==> src/rtl/serial_subtractor_if.sv <==
// Operand/result bundle for the bit-serial subtractor; master issues start/a/b,
// slave returns the handshake status and the registered result.
interface serial_subtractor_if #(
  parameter int WIDTH = 8
);
  logic             start;
  logic [WIDTH-1:0] a;
  logic [WIDTH-1:0] b;
  logic             ready;
  logic             busy;
  logic             done;
  logic [WIDTH-1:0] diff;
  logic             borrow_out;
  logic             ovf;

  modport master (
    output start, a, b,
    input  ready, busy, done, diff, borrow_out, ovf
  );

  modport slave (
    input  start, a, b,
    output ready, busy, done, diff, borrow_out, ovf
  );
endinterface

==> src/rtl/serial_subtractor.sv <==
// Bit-serial a-b, LSB first, one full-subtractor cell; result registers WIDTH edges after accept.
// start is honoured only while ready (IDLE/DONE); it is ignored during RUN.
module serial_subtractor #(
  parameter int WIDTH = 8
) (
  input  logic                clk,
  input  logic                rst_n,
  serial_subtractor_if.slave  bus
);

  localparam int CNT_W = (WIDTH > 2) ? $clog2(WIDTH) : 1;

  typedef enum logic [1:0] {
    S_IDLE = 2'd0,
    S_RUN  = 2'd1,
    S_DONE = 2'd2
  } state_t;

  state_t             state_q, state_d;
  logic [WIDTH-1:0]   a_sh_q, a_sh_d;
  logic [WIDTH-1:0]   b_sh_q, b_sh_d;
  logic [WIDTH-1:0]   res_sh_q, res_sh_d;
  logic               brw_q, brw_d;
  logic [CNT_W-1:0]   cnt_q, cnt_d;
  logic               a_msb_q, a_msb_d;
  logic               b_msb_q, b_msb_d;
  logic [WIDTH-1:0]   diff_q, diff_d;
  logic               borrow_out_q, borrow_out_d;
  logic               ovf_q, ovf_d;

  // Full-subtractor cell from gate primitives only.
  logic a_bit, b_bit, ab_x, ab_xn, a_n, gen_brw, prop_brw, d_bit, brw_n;
  assign a_bit    = a_sh_q[0];
  assign b_bit    = b_sh_q[0];
  assign ab_x     = a_bit ^ b_bit;
  assign ab_xn    = ~ab_x;
  assign a_n      = ~a_bit;
  assign gen_brw  = a_n & b_bit;
  assign prop_brw = ab_xn & brw_q;
  assign d_bit    = ab_x ^ brw_q;
  assign brw_n    = gen_brw | prop_brw;

  logic last_bit;
  assign last_bit = (cnt_q == CNT_W'(WIDTH - 1));

  always_comb begin
    state_d      = state_q;
    a_sh_d       = a_sh_q;
    b_sh_d       = b_sh_q;
    res_sh_d     = res_sh_q;
    brw_d        = brw_q;
    cnt_d        = cnt_q;
    a_msb_d      = a_msb_q;
    b_msb_d      = b_msb_q;
    diff_d       = diff_q;
    borrow_out_d = borrow_out_q;
    ovf_d        = ovf_q;

    case (state_q)
      S_IDLE, S_DONE: begin
        if (bus.start) begin
          a_sh_d  = bus.a;
          b_sh_d  = bus.b;
          brw_d   = 1'b0;
          cnt_d   = '0;
          a_msb_d = bus.a[WIDTH-1];
          b_msb_d = bus.b[WIDTH-1];
          state_d = S_RUN;
        end else begin
          state_d = S_IDLE;
        end
      end
      S_RUN: begin
        a_sh_d   = a_sh_q >> 1;
        b_sh_d   = b_sh_q >> 1;
        res_sh_d = {d_bit, res_sh_q[WIDTH-1:1]};
        brw_d    = brw_n;
        cnt_d    = cnt_q + CNT_W'(1);
        if (last_bit) begin
          // Signed overflow only when operand signs differ and the result sign leaves a's.
          diff_d       = {d_bit, res_sh_q[WIDTH-1:1]};
          borrow_out_d = brw_n;
          ovf_d        = (a_msb_q ^ b_msb_q) & (d_bit ^ a_msb_q);
          cnt_d        = '0;
          state_d      = S_DONE;
        end
      end
      default: state_d = S_IDLE;
    endcase
  end

  always_ff @(posedge clk or negedge rst_n) begin
    if (!rst_n) begin
      state_q      <= S_IDLE;
      a_sh_q       <= '0;
      b_sh_q       <= '0;
      res_sh_q     <= '0;
      brw_q        <= 1'b0;
      cnt_q        <= '0;
      a_msb_q      <= 1'b0;
      b_msb_q      <= 1'b0;
      diff_q       <= '0;
      borrow_out_q <= 1'b0;
      ovf_q        <= 1'b0;
    end else begin
      state_q      <= state_d;
      a_sh_q       <= a_sh_d;
      b_sh_q       <= b_sh_d;
      res_sh_q     <= res_sh_d;
      brw_q        <= brw_d;
      cnt_q        <= cnt_d;
      a_msb_q      <= a_msb_d;
      b_msb_q      <= b_msb_d;
      diff_q       <= diff_d;
      borrow_out_q <= borrow_out_d;
      ovf_q        <= ovf_d;
    end
  end

  assign bus.ready      = (state_q == S_IDLE) || (state_q == S_DONE);
  assign bus.busy       = (state_q == S_RUN);
  assign bus.done       = (state_q == S_DONE);
  assign bus.diff       = diff_q;
  assign bus.borrow_out = borrow_out_q;
  assign bus.ovf        = ovf_q;

endmodule

==> src/flat_wrapper.sv <==
// flat-port wrapper written by rule: the top's interface ports become plain ports
module serial_subtractor_flat 
#(
  parameter int WIDTH = 8
)
  (clk, rst_n, bus_start, bus_a, bus_b, bus_ready, bus_busy, bus_done, bus_diff, bus_borrow_out, bus_ovf);
  serial_subtractor_if #(.WIDTH(WIDTH)) bus_i ();
  input  logic clk;
  input  logic rst_n;
  input wire logic [$bits(bus_i.start)-1:0] bus_start;
  input wire logic [$bits(bus_i.a)-1:0] bus_a;
  input wire logic [$bits(bus_i.b)-1:0] bus_b;
  output wire logic [$bits(bus_i.ready)-1:0] bus_ready;
  output wire logic [$bits(bus_i.busy)-1:0] bus_busy;
  output wire logic [$bits(bus_i.done)-1:0] bus_done;
  output wire logic [$bits(bus_i.diff)-1:0] bus_diff;
  output wire logic [$bits(bus_i.borrow_out)-1:0] bus_borrow_out;
  output wire logic [$bits(bus_i.ovf)-1:0] bus_ovf;
  assign bus_i.start = bus_start;
  assign bus_i.a = bus_a;
  assign bus_i.b = bus_b;
  assign bus_ready = bus_i.ready;
  assign bus_busy = bus_i.busy;
  assign bus_done = bus_i.done;
  assign bus_diff = bus_i.diff;
  assign bus_borrow_out = bus_i.borrow_out;
  assign bus_ovf = bus_i.ovf;
  serial_subtractor #(.WIDTH(WIDTH)) u_core (.clk(clk), .rst_n(rst_n), .bus(bus_i));
endmodule
==> config.mk <==
export PLATFORM = sky130hd
export DESIGN_NAME = serial_subtractor_flat
export DESIGN_NICKNAME = d
export VERILOG_FILES = /design/src/rtl/serial_subtractor_if.sv /design/src/rtl/serial_subtractor.sv /design/src/flat_wrapper.sv
export SDC_FILE = /design/constraint.sdc
export NUM_CORES = 1
export LEC_CHECK = 0
export CORE_ASPECT_RATIO = 0.7
export CORE_MARGIN = 2
export CORE_UTILIZATION = 30
export DETAILED_ROUTE_END_ITERATION = 8
export PLACE_DENSITY = 0.52
export SETUP_SLACK_MARGIN = 0.4
export SKIP_CTS_REPAIR_TIMING = 1
export SLEW_MARGIN = 20
export SYNTH_ARGS = -nofsm -noshare
export SYNTH_HDL_FRONTEND = slang
export SYNTH_SLANG_ARGS = --single-unit
==> constraint.sdc <==
create_clock -name clk -period 3 [get_ports clk]
set_input_delay 0.45 -clock clk [delete_from_list [all_inputs] [get_ports clk]]
set_output_delay 0.45 -clock clk [all_outputs]
set_load 0.005 [all_outputs]
==> impl_metrics.toml <==
[yosys]
synth_top_area_share_pct = 59.5
synth_fp_nets = 193
synth_top_family_by_area = "simple AND/OR/NAND/NOR gates"
synth_cell_types = 22
synthMuxAreaShare_pct = 5.22
yosys_most_used_dff = "dfrtp_1"
synth_area_leaders = "dfrtp_1, nand2_1, mux2_2, a31oi_1, nor2_1"
synth-simple-area-share_pct = 19.0
seq_area_frac_synth_pct = 59.5
syn_inst = 171
yosysMostFrequentCell = "nand2_1"
syn_area_um2 = 1730
synth_commonest_cells = "nand2_1, dfrtp_1, a31oi_1, nor2_1, mux2_2"
synth_top_cell_by_area = "dfrtp_1"
synth-async-reset-ratio_pct = 100
ys_warn_count = 0
synth_area_per_cell_um2 = 10.1
synth_seq_cells = 41
yosys.area_share.xor_xnor_pct = 0
synth_edf_count = 0
synth_compound_area_share_pct = 9.21
yosys.area_share.adder_pct = 2.61

[sta]
whs_ns = 0.281
hold_viol = 0
fin_crit_sh_pct = 72.9
setup_violations = 0
period_minus_slack_ns = 2.19
worst_slew_pin_slew_ns = 0.903
fmax_mhz = 457
tns_ns = 0
final_max_slew_viol_count = 0
max-slew-margin-rel_pct = 39.8
final.setup_skew_ns = 0.0140
rsz0062_at_grt = "false"

[outcome]
status = "finished clean"

[power]
leakagePower_nw = 1.00
clkPwrFrac_pct = 19.3
seqPwrFrac_pct = 41.7
power.density_nw_per_um2 = 1060
ir_drop_mv = 0.321
intPower_mw = 1.52
power.switching_mw = 0.807
fin_total_pwr_mw = 2.33
switching_share_pct = 34.6
combPwrFrac_pct = 39.0

[clock_tree]
clkTransAtPathRegs_ns = 0.09
cts-root-buf = "clkbuf_8"
cts_buffer_depth = 2
cts_tree = "built"
cts_made_buffers = 5
insertion_delay_ns = 0.30
htreeDepth = 2
clock-sinks = 41

[drt]
vias = 1231
wl_per_cell_um = 12.5
drt_iter0_markers = 62
detail-route-antenna-nets = 0
post-route-drc-count = 0
drtPass1Iterations = 4
wl_um = 3470
vias_per_cell = 4.44

[finish]
layout-area-overhead-vs-synth_pct = 27.3
layout.nets = 223
layout-drive-gt1-share_pct = 10.4
finish.instance_area_um2 = 2200
antenna_cells = 0

[critical_path]
rr_endpoint = "u_core.b_sh_q[2]"
r2r.worst_path.cells = 4
reg2reg_slack_ns = 1.30
r2r-start = "u_core.state_q[0]"
critPathCaptureType = "primary output"
crit_chain = "nand2b_1 -> inv_1 -> clkdlybuf4s50_1"
worstPathArrival_ns = 1.74
start_kind = "flop"
critical_path.max_stage_delay_ns = 0.58
crit_type = "flop to primary output"
slowest_stage = "clkdlybuf4s50_1"
cp_max_fo = 11
worstPathRequired_ns = 2.55

[global_route]
grt_first_pass_wirelength_um = 5690
grt_max_degree = 42
grt_pass1_vias = 1128
overflow = 0
grtUsageTotal_pct = 12.1
antenna_found_initial = 0

[job]
cap_viol_max_count = 0

[placed_design]
place.gp.congestion = 0.692
hpwl_um = 2260
port_buffers = 31
placed_area_um2 = 2080

[floorplanning]
io_pins = 32
die_width_um = 94.6
core_area_um2 = 5640
die_area_um2 = 6380
fp.dieH_um = 67.5
rows = 23
start_util_pct = 30.6

[worst_hold_path]
hold_path.class = "input port to asynchronous set/reset pin"
metrics by stage:
step | worst slack [ns] | instances | util, %
global placement | 0.886 | 269 | 36.9
finish | 0.813 | 277 | 38.9
global route | 0.681 | 277 | 38.9
CTS | 0.770 | 277 | 38.9
detailed placement | 0.820 | 269 | 36.9
floorplan | 1.47 | 171 | -
cells by family after synthesis:
group	count (synthesis)
adder cells (fa/ha/maj)	3
multiplexers	8
flip-flops	41
AO/OA/AOI/OAI	24
buffers and inverters	15
AND/OR/NAND/NOR	80
registers in the layout (all words and copies together) (netlist names):
register / flops
u_core.a_sh_q: 8
u_core.b_sh_q: 8
u_core.bus.diff: 8
u_core.res_sh_q: 7
u_core.cnt_q: 3
u_core.state_q: 2
u_core.a_msb_q: 1
u_core.b_msb_q: 1
u_core.brw_q: 1
u_core.bus.borrow_out: 1
u_core.bus.ovf: 1
per-layer routing:
metal	wire [um]	GRT usage [%]
met3	183	4.13
met1	1860	17.8
met5	0	0
met4	42	4.89
met2	1380	15.9
placed cells by master, fill, tap and decap left out, drive strengths merged:
cell type / netlist / final
buf: 9 / 3
mux2: 8 / 8
nand2b: 2 / 2
fa: 1 / 1
inv: 5 / 5
nor2b: 3 / 3
clkdlybuf4s50: 0 / 30
a31oi: 14 / 14
ha: 2 / 2
clkinv: 0 / 1
nor3: 1 / 1
nor3b: 1 / 1
a22o: 4 / 4
o21ai: 3 / 3
a21oi: 1 / 1
nand2: 57 / 57
nor2: 15 / 15
clkinvlp: 0 / 1
a21o: 1 / 1
bufinv: 0 / 1
clkbuf: 1 / 5
dfrtp: 41 / 41
nand3b: 1 / 1
o2bb2ai: 1 / 1
power groups by stage:
stage | Clock [mW] | Sequential (mW) | Combinational, mW
finish | 0.449 | 0.973 | 0.908
global route | 0.483 | 1.01 | 1.04
CTS | 0.461 | 0.975 | 0.926
detailed placement | 0 | 0.983 | 0.921
global placement | 0 | 0.985 | 0.901
floorplan | 0 | 0.955 | 0.608
worst max path at each step:
stage,slack [ns],cells past startpoint,to,startpoint
floorplan,1.47,5,u_core.bus.diff[2],u_core.cnt_q[0]
global route,0.68,3,bus_busy,u_core.state_q[0]
CTS,0.77,3,bus_busy,u_core.state_q[0]
global placement,0.89,5,u_core.b_sh_q[3],bus_start
detailed placement,0.82,5,u_core.a_sh_q[0],bus_start
finish,0.81,3,bus_busy,u_core.state_q[0]
critical path, delay by kind of cell (launching register included):
family        cells  cell delay [ns]
simple gates      1             0.10
flops             1             0.46
buf+inv           2             0.89
layout make-up:
class,instances,area [um2]
Clock buffer,5,68.8
Sequential cell,41,1030
Fill cell,587,3440
Tap cell,75,93.8
Timing Repair Buffer,33,320
Clock inverter,3,46.3
Multi-Input combinational cell,115,622
Inverter,5,18.8
Power figures use the tool's default switching activity.
